<file path="config.mk">
export PLATFORM = sky130hd
export DESIGN_NAME = pwm_ramp_controller
export DESIGN_NICKNAME = d
export VERILOG_FILES = /design/src/rtl/pwm_ramp_controller_pkg.sv /design/src/rtl/pwm_ramp_controller_timer.sv /design/src/rtl/pwm_ramp_controller.sv
export SDC_FILE = /design/constraint.sdc
export NUM_CORES = 1
export LEC_CHECK = 0
export BUFFER_PORTS_ARGS = -buffer_cell sky130_fd_sc_hd__buf_4
export CAP_MARGIN = 40
export CORE_ASPECT_RATIO = 0.7
export CORE_MARGIN = 2
export CORE_UTILIZATION = 35
export DETAILED_ROUTE_END_ITERATION = 6
export HOLD_SLACK_MARGIN = 0.02
export PLACE_DENSITY_LB_ADDON = 0.05
export SKIP_LAST_GASP = 1
export SYNTH_ARGS = -nofsm -noshare
export SYNTH_HDL_FRONTEND = slang
export SYNTH_SLANG_ARGS = --single-unit
</file>
<file path="constraint.sdc">
create_clock -name clk -period 3.9 [get_ports clk]
set_input_delay 0.195 -clock clk [delete_from_list [all_inputs] [get_ports clk]]
set_output_delay 0.195 -clock clk [all_outputs]
set_load 0.02 [all_outputs]
</file>
<file path="src/rtl/pwm_ramp_controller_pkg.sv">
// Shared definitions for the PWM ramp controller: FSM encoding and default widths.
package pwm_ramp_controller_pkg;

  localparam int unsigned DEF_R          = 32'd8;
  localparam int unsigned DEF_TIMER_BITS = 32'd16;
  localparam int unsigned DEF_HOLD_BITS  = 32'd8;

  typedef enum logic [1:0] {
    ST_IDLE   = 2'd0,
    ST_RAMP   = 2'd1,
    ST_FINISH = 2'd2
  } state_e;

  // The ramp sequencer is busy in every state except IDLE.
  function automatic logic is_busy(input state_e st);
    return (st != ST_IDLE);
  endfunction

endpackage

</file>
<file path="src/rtl/pwm_ramp_controller_timer.sv">
// Free-running prescaler: counts 0..FINAL_VALUE and pulses done on the terminal count.
module timer #(
  parameter int unsigned BITS = 32'd4
) (
  input  logic            clk,
  input  logic            reset_n,
  input  logic            enable,
  input  logic [BITS-1:0] FINAL_VALUE,
  output logic            done
);

  localparam logic [BITS-1:0] CNT_ONE = {{(BITS-1){1'b0}}, 1'b1};

  logic [BITS-1:0] cnt_q;
  logic [BITS-1:0] cnt_d;

  // done is the terminal-count decode; the wrap to zero happens on the same edge.
  assign done = (cnt_q == FINAL_VALUE);

  // Next count: wrap on terminal count, otherwise advance while enabled.
  always_comb begin
    cnt_d = cnt_q;
    if (enable) begin
      if (done) begin
        cnt_d = {BITS{1'b0}};
      end else begin
        cnt_d = cnt_q + CNT_ONE;
      end
    end else begin
      cnt_d = cnt_q;
    end
  end

  // Prescaler count register.
  always_ff @(posedge clk or negedge reset_n) begin
    if (!reset_n) begin
      cnt_q <= {BITS{1'b0}};
    end else begin
      cnt_q <= cnt_d;
    end
  end

endmodule

</file>
<file path="src/rtl/pwm_ramp_controller.sv">
// Single-channel PWM with a duty ramp sequencer stepping duty by one toward a
// target every (hold+1) PWM periods, with a start/busy/done handshake.
module pwm_ramp_controller
  import pwm_ramp_controller_pkg::*;
#(
  parameter int unsigned R          = DEF_R,
  parameter int unsigned TIMER_BITS = DEF_TIMER_BITS,
  parameter int unsigned HOLD_BITS  = DEF_HOLD_BITS
) (
  input  logic                  clk,
  input  logic                  reset_n,
  input  logic                  start,
  input  logic                  stop,
  input  logic [R-1:0]          target,
  input  logic [HOLD_BITS-1:0]  hold,
  input  logic [TIMER_BITS-1:0] prescale,
  output logic [R-1:0]          duty,
  output logic                  pwm_out,
  output logic                  busy,
  output logic                  done
);

  localparam logic [R-1:0]         R_ONE    = {{(R-1){1'b0}}, 1'b1};
  localparam logic [R-1:0]         CNT_MAX  = {R{1'b1}};
  localparam logic [HOLD_BITS-1:0] HOLD_ONE = {{(HOLD_BITS-1){1'b0}}, 1'b1};

  state_e                state_q, state_d;
  logic [R-1:0]          duty_q, duty_d;
  logic [R-1:0]          target_q, target_d;
  logic [HOLD_BITS-1:0]  hold_q, hold_d;
  logic [HOLD_BITS-1:0]  hold_cnt_q, hold_cnt_d;
  logic [TIMER_BITS-1:0] pend_pre_q, pend_pre_d;
  logic [TIMER_BITS-1:0] act_pre_q, act_pre_d;
  logic [R-1:0]          pwm_cnt_q, pwm_cnt_d;
  logic                  pwm_q, pwm_d;
  logic                  busy_q, busy_d;
  logic                  done_q, done_d;
  logic                  tick_s;
  logic                  period_end_s;

  timer #(
    .BITS(TIMER_BITS)
  ) u_prescaler (
    .clk        (clk),
    .reset_n    (reset_n),
    .enable     (1'b1),
    .FINAL_VALUE(act_pre_q),
    .done       (tick_s)
  );

  // A period ends on the tick that wraps the period counter; the timer wraps on the same edge.
  assign period_end_s = tick_s && (pwm_cnt_q == CNT_MAX);

  // Period counter and registered waveform compare; prescale swaps only at a period boundary.
  always_comb begin
    pwm_cnt_d = pwm_cnt_q;
    if (tick_s) begin
      pwm_cnt_d = pwm_cnt_q + R_ONE;
    end else begin
      pwm_cnt_d = pwm_cnt_q;
    end
    pwm_d = (pwm_cnt_q < duty_q);
    if (period_end_s) begin
      act_pre_d = pend_pre_q;
    end else begin
      act_pre_d = act_pre_q;
    end
  end

  // FSM next-state: stop wins over completion and stepping in RAMP.
  always_comb begin
    state_d = state_q;
    case (state_q)
      ST_IDLE: begin
        if (start) begin
          state_d = ST_RAMP;
        end else begin
          state_d = ST_IDLE;
        end
      end
      ST_RAMP: begin
        if (stop) begin
          state_d = ST_IDLE;
        end else if (duty_q == target_q) begin
          state_d = ST_FINISH;
        end else begin
          state_d = ST_RAMP;
        end
      end
      ST_FINISH: begin
        state_d = ST_IDLE;
      end
      default: begin
        state_d = ST_IDLE;
      end
    endcase
  end

  // FSM outputs, decoded from the next state so busy/done come straight from flops.
  always_comb begin
    busy_d = is_busy(state_d);
    done_d = (state_d == ST_FINISH);
  end

  // Ramp datapath: latch the request in IDLE, step duty on period boundaries in RAMP.
  always_comb begin
    duty_d     = duty_q;
    target_d   = target_q;
    hold_d     = hold_q;
    hold_cnt_d = hold_cnt_q;
    pend_pre_d = pend_pre_q;
    case (state_q)
      ST_IDLE: begin
        if (start) begin
          target_d   = target;
          hold_d     = hold;
          pend_pre_d = prescale;
          hold_cnt_d = {HOLD_BITS{1'b0}};
        end else begin
          hold_cnt_d = hold_cnt_q;
        end
      end
      ST_RAMP: begin
        if (!stop && (duty_q != target_q) && period_end_s) begin
          if (hold_cnt_q == hold_q) begin
            hold_cnt_d = {HOLD_BITS{1'b0}};
            if (target_q > duty_q) begin
              duty_d = duty_q + R_ONE;
            end else begin
              duty_d = duty_q - R_ONE;
            end
          end else begin
            hold_cnt_d = hold_cnt_q + HOLD_ONE;
          end
        end else begin
          hold_cnt_d = hold_cnt_q;
        end
      end
      ST_FINISH: begin
        hold_cnt_d = hold_cnt_q;
      end
      default: begin
        hold_cnt_d = hold_cnt_q;
      end
    endcase
  end

  // FSM state register.
  always_ff @(posedge clk or negedge reset_n) begin
    if (!reset_n) begin
      state_q <= ST_IDLE;
    end else begin
      state_q <= state_d;
    end
  end

  // Datapath, PWM and handshake output registers.
  always_ff @(posedge clk or negedge reset_n) begin
    if (!reset_n) begin
      duty_q     <= {R{1'b0}};
      target_q   <= {R{1'b0}};
      hold_q     <= {HOLD_BITS{1'b0}};
      hold_cnt_q <= {HOLD_BITS{1'b0}};
      pend_pre_q <= {TIMER_BITS{1'b0}};
      act_pre_q  <= {TIMER_BITS{1'b0}};
      pwm_cnt_q  <= {R{1'b0}};
      pwm_q      <= 1'b0;
      busy_q     <= 1'b0;
      done_q     <= 1'b0;
    end else begin
      duty_q     <= duty_d;
      target_q   <= target_d;
      hold_q     <= hold_d;
      hold_cnt_q <= hold_cnt_d;
      pend_pre_q <= pend_pre_d;
      act_pre_q  <= act_pre_d;
      pwm_cnt_q  <= pwm_cnt_d;
      pwm_q      <= pwm_d;
      busy_q     <= busy_d;
      done_q     <= done_d;
    end
  end

  assign duty    = duty_q;
  assign pwm_out = pwm_q;
  assign busy    = busy_q;
  assign done    = done_q;

endmodule

</file>
# Yosys cells after proc, flatten, opt, wreduce, memory -nomap -nowiden
# Cells that the tools add are included.
# classes
n_reduce_logical	10
eq_ne	9
mux	10
n_lt_le_gt_ge	2
addsub	5
# op_table
operator	n
$mux W8	4
$add A8 B1 Y8 const B	3
$add A16 B1 Y16 const B	1
$eq A16 B16 Y1	1
$eq A8 B8 Y1	2
$mux W16	1
$pmux W8 S2	1
$eq A8 B8 Y1 const B	1
$gt A8 B8 Y1	1
$lt A8 B8 Y1	1
$ne A8 B8 Y1	1
$sub A8 B1 Y8 const B	1
$reduce_and A3 Y1	2
$mux W2	2
$ne A2 B2 Y1 const B	2
$pmux W2 S2	1
$reduce_bool A2 Y1	2
$logic_and A1 B1 Y1	3
$eq A2 B1 Y1 const B	1
$eq A2 B2 Y1 const B	1
$logic_not A2 Y1	1
$reduce_and A2 Y1	1
$logic_not A1 Y1	1
$mux W1	1
# word_totals
wordCells	48
register_bits	93

# Logic depth before layout (Yosys ltp)
# logic_depth
ltp_word	5
ltp_mapped	13
depth_no_buf	13

# Cells and area by module
# A second synthesis with hierarchy kept.
# hier_totals
hier_cells	420
hier_area_um2	4789.6
# modules_own_cells
mod	n_inst	area_per_inst_um2	cells_each	seq_area_each_um2
pwm_ramp_controller	1	3672.3	299	1926.8
timer	1	1117.3	121	400.4

# Least setup slack after synthesis
# Ideal clock, no wire load.
# synth_path
path_type	flip-flop to flip-flop
start	register duty_q[1], in the netlist duty[1]
end	register duty_q[7], in the netlist duty[7]
required_ns	3.820
n_path_buf	0
stages_incl_launch_ff	14
path_slack_ns	0.473
setup_ns	0.080
synth_period_minus_slack_ns	3.427
arrival_ns	3.347
cell_sequence	dfrtp_1 inv_1 ha_1 nor2b_1 o211ai_1 a21boi_0 o21ai_0 ha_1 a21oi_1 o211ai_1 o41a_1 a311o_1 a21oi_1 xnor2_1
# synth_via
elab_chain_len	4
elab_cells_between_ends	8
cone_classes	add/sub (2); order compare (1); eq/ne (1); mux (1); reduce/logical (3)
# synth_rtl
element	line	text
start: declaration	pwm_ramp_controller.sv:28	logic [R-1:0] duty_q, duty_d;
start signal: assignment	pwm_ramp_controller.sv:160	duty_q <= {R{1'b0}};
start signal: assignment	pwm_ramp_controller.sv:171	duty_q <= duty_d;
parallel branches: the longest is 4 deep, another holds $sub A8 B1 Y8	-	
# Parallel ways; which one is timed is not known.
# A chain may end at the register's enable or synchronous reset.

# Final worst setup path
# Ends and elaborated chain as after synthesis.

==> impl_results.md <==
- Total count of hold-check failures in the final report: 0
- RSZ-0062 raised after global routing: false
- Post-CTS Repair Setup Buffers: 0
- Clock H-tree levels: 3
- Number of top-level pins: 47
- Number of violations of the max-capacitance limit: 0
- Final-layout setup total negative slack: 0 ns
- Fraction of final layout cells sized beyond drive strength 1: 0.268
- Die height: 99.8 µm
- Setup crit end kind: flop
- Critical Path Sink: duty[7]
- Slowest CP cell: sky130_fd_sc_hd__o21ai_0
- Slowest Stage Delay on Critical Path: 0.49 ns
- TritonCTS Buffers: 9
- Total of buffers placed on input and output ports: 46
- Share of async-settable or async-resettable flops after synthesis: 1.00
- Syn Area/Cell: 11.7 µm²
- Ratio of routed vias to standard cells: 4.93
- Share of total power in the clock network: 0.391
- Initial DRC count: 161
- First-pass iteration count of the detailed router: 4
- Register share of total power: 0.461
- Most common flop cell mapped by yosys: sky130_fd_sc_hd__dfrtp_1
- Maximum clock insertion buffer count: 2
- Crit Path Category: reg2reg
- Vias in the first global route: 3,120
- Post-cts resize count: 0
- Cell at the root of the clock tree: sky130_fd_sc_hd__clkbuf_16
- Routed wire length per instance: 15.4 µm
- Number of standard-cell rows in the floorplan: 34
- Worst flop-to-flop path endpoint: duty[7]
- Cells taking the most area after synthesis: sky130_fd_sc_hd__dfrtp_1 51%, sky130_fd_sc_hd__mux2_2 12%, sky130_fd_sc_hd__xnor2_1 7.1%, sky130_fd_sc_hd__ha_1 6.5%, sky130_fd_sc_hd__xor2_1 2.7%
- Reg2reg path depth: 13
- YS warnings: 0
- Proportion of synthesized chip area in sequential cells: 0.507
- Max Clk Rate: 286 MHz
- Fillers: 1,209
- Final WL: 9470 µm
- Worst-path clk slew: 0.07 ns
- Vias after detailed routing: 3,029
- Final Wtd Congestion: 0.800
- Routing usage on met1: 0.231
- NumNets Final: 508
- Netlist cell types: 37
- DRC Markers: 0
- Clock latency at the later pin of the worst-skew pair: 0.35 ns
- Number of diodes: 0
- Leakage component of the power: 2.41 nW
- Busiest layer in global routing: met1
- Post-route ant nets: 0
- CP startpoint kind: flop
- Cell type with the highest aggregate area in the netlist: sky130_fd_sc_hd__dfrtp_1
- Most frequent cells in the layout: 93 x sky130_fd_sc_hd__dfrtp_1, 50 x sky130_fd_sc_hd__buf_4, 49 x sky130_fd_sc_hd__mux2_2
- Top cell type's share of synthesized area: 0.507
- Clock period minus final worst setup slack: 3.50 ns
- Fraction of the cycle the final worst path needs: 0.897
- Number of sinks on the clock net: 93
- Hold_ws: 0.0515 ns
- Core region area: 12,600 µm²
- Worst min path class: in2reg
- Horiz. Die Dim: 141 µm
- Combinational share of power: 0.148
- Endpoint required time on the critical path: 4.17 ns
- Cell area power density: 435 nW/µm²
- Maximum number of pins on one net before global-route repair: 58
- Grt total ovfl: 0
- Critical register-to-register path startpoint: duty[1]
- Post-DP HPWL: 6950 µm
- Status: finished, final reports clean
- Area Growth Syn to Fin: 19.2%
- Crit Path Max Fanout: 5
- Synthesis-stage register bit count: 93
- Net count after synthesis: 453
- Slew at the pin closest to its max-slew limit: 0.684 ns
- All-Layer GR Usage: 0.150
- Antenna violations before repair: 0
- Flop-to-flop setup slack: 0.40 ns
- Max_slew headroom: 0.542
- Clock tree from TritonCTS: done
- Setup violation total in the final timing report: 0
- Hold wc startpoint: target[0]
- DIE AREA: 14,100 µm²
- Final clock skew: 0.0116 ns
- Synthesized instance count: 392
- Sequence of cells on the critical path: inv_1 > ha_1 > nor2b_1 > o211ai_1 > a21boi_0 > o21ai_0 > ha_1 > a21oi_1 > o211ai_1 > o41a_1 > a311o_1 > a21oi_1 > xnor2_1
- Crit path DAT: 3.77 ns
- Quantity of hold-fixing buffers added after cts: 1
- Summed instance area of the synthesized netlist: 4590 µm²
- Starting density of the core: 0.365
- Number of synthesized flops with an enable pin: 0
- IR Drop Worst-Case VDD: 0.000206 V
- Fraction of power spent switching nets: 0.265
- Met3 Resource Use GR: 0.0363
- Internal power: 1.75 mW
- Number of max-slew violations in the final report: 0
- Global-route wire length before repair: 16,400 µm
- M2 GR Usage: 0.208
- Critical path origin: duty[1]
- Switching pwr: 0.630 mW
- Most frequent standard cell in the layout excluding fill and tap cells: sky130_fd_sc_hd__dfrtp_1
layout make-up:
type | count | area [µm²] | area share
tap | 162 | 203 | 0.0371
clock buffer | 9 | 225 | 0.0412
clock inverter | 7 | 87.6 | 0.0160
inverter | 11 | 41.3 | 0.00755
timing repair buffer | 52 | 413 | 0.0755
multi-input combinational | 280 | 2170 | 0.397
sequential | 93 | 2330 | 0.425
cell usage after synthesis (2+ instances only):
cell,number
sky130_fd_sc_hd__and4_1,4
sky130_fd_sc_hd__a31oi_1,2
sky130_fd_sc_hd__and2_1,3
sky130_fd_sc_hd__o21ai_1,9
sky130_fd_sc_hd__nand2b_1,3
sky130_fd_sc_hd__inv_1,11
sky130_fd_sc_hd__a21o_1,4
sky130_fd_sc_hd__xor2_1,14
sky130_fd_sc_hd__nand2_1,20
sky130_fd_sc_hd__nor2_1,27
sky130_fd_sc_hd__dfrtp_1,93
sky130_fd_sc_hd__nor3_1,3
sky130_fd_sc_hd__and3_1,7
sky130_fd_sc_hd__nand4_1,14
sky130_fd_sc_hd__o21ai_0,14
sky130_fd_sc_hd__xnor2_1,37
sky130_fd_sc_hd__ha_1,24
sky130_fd_sc_hd__nand3_1,13
sky130_fd_sc_hd__buf_2,5
sky130_fd_sc_hd__o211ai_1,3
sky130_fd_sc_hd__o21bai_1,3
sky130_fd_sc_hd__a21oi_1,9
sky130_fd_sc_hd__mux2_2,49
sky130_fd_sc_hd__nor2b_1,6
sky130_fd_sc_hd__buf_6,2
sky130_fd_sc_hd__o31ai_1,2
kinds of logic (layout without fill, tap and decap cells):
kind of cell / Yosys count / count (layout) / share of synthesized area
buffers and inverters: 19 / 79 / 0.0202
flip-flops: 93 / 93 / 0.507
XOR/XNOR: 51 / 51 / 0.0973
adder cells (fa/ha/maj): 25 / 25 / 0.0698
multiplexers: 49 / 49 / 0.120
AO/OA/AOI/OAI: 51 / 51 / 0.0679
AND/OR/NAND/NOR: 104 / 104 / 0.118
metal layers:
layer,routed length (µm),share of wire
met5,0,0
met3,326,0.034
met4,113,0.012
met2,3730,0.39
met1,5300,0.56
stage by stage:
step | total power, mW | setup slack, ns | instance area [µm²] | instances | util
2_1_floorplan | 1.35 | 0.473 | 4590 | 392 | -
3_3_place_gp | 1.46 | 0.480 | 5120 | 596 | 0.407
3_5_place_dp | 1.47 | 0.385 | 5150 | 597 | 0.409
4_1_cts | 2.42 | 0.368 | 5470 | 614 | 0.434
5_1_grt | 2.51 | 0.0816 | 5470 | 614 | 0.434
6_report | 2.38 | 0.401 | 5470 | 614 | 0.434
registers in the layout, summed over array words and instances, names as in the netlist, 2 cells and up:
| register | flops |
|---|---|
| hold_q | 8 |
| act_pre_q | 16 |
| u_prescaler.cnt_q | 16 |
| state_q | 2 |
| pwm_cnt_q | 8 |
| pend_pre_q | 16 |
| duty | 8 |
| target_q | 8 |
| hold_cnt_q | 8 |
critical path, delay by kind of cell, from the launching register on:
kind / cells / cell delay (ns)
compound gates: 8 / 1.98
buf+inv: 1 / 0.09
simple gates: 1 / 0.13
xor+xnor: 1 / 0.15
fa+ha+maj: 2 / 0.64
flops: 1 / 0.45
how the worst min path moves through the flow:
stage,cells past startpoint,to,slack [ns]
4_1_cts,3,target_q[0],0.04
6_report,3,target_q[0],0.05
3_3_place_gp,1,hold_q[5],0.41
3_5_place_dp,1,hold_q[5],0.08
5_1_grt,2,pend_pre_q[10],0.06
2_1_floorplan,0,act_pre_q[0],-0.10
power groups by stage:
stage | Clock, mW | Sequential, mW | Combinational [mW]
after global placement | 0 | 1.12 | 0.345
final | 0.930 | 1.10 | 0.351
after detailed placement | 0 | 1.12 | 0.356
after floorplan | 0 | 1.10 | 0.246
after CTS | 0.963 | 1.10 | 0.358
after global routing | 1.00 | 1.11 | 0.400
Note: power is estimated with default switching activity, not from simulation.
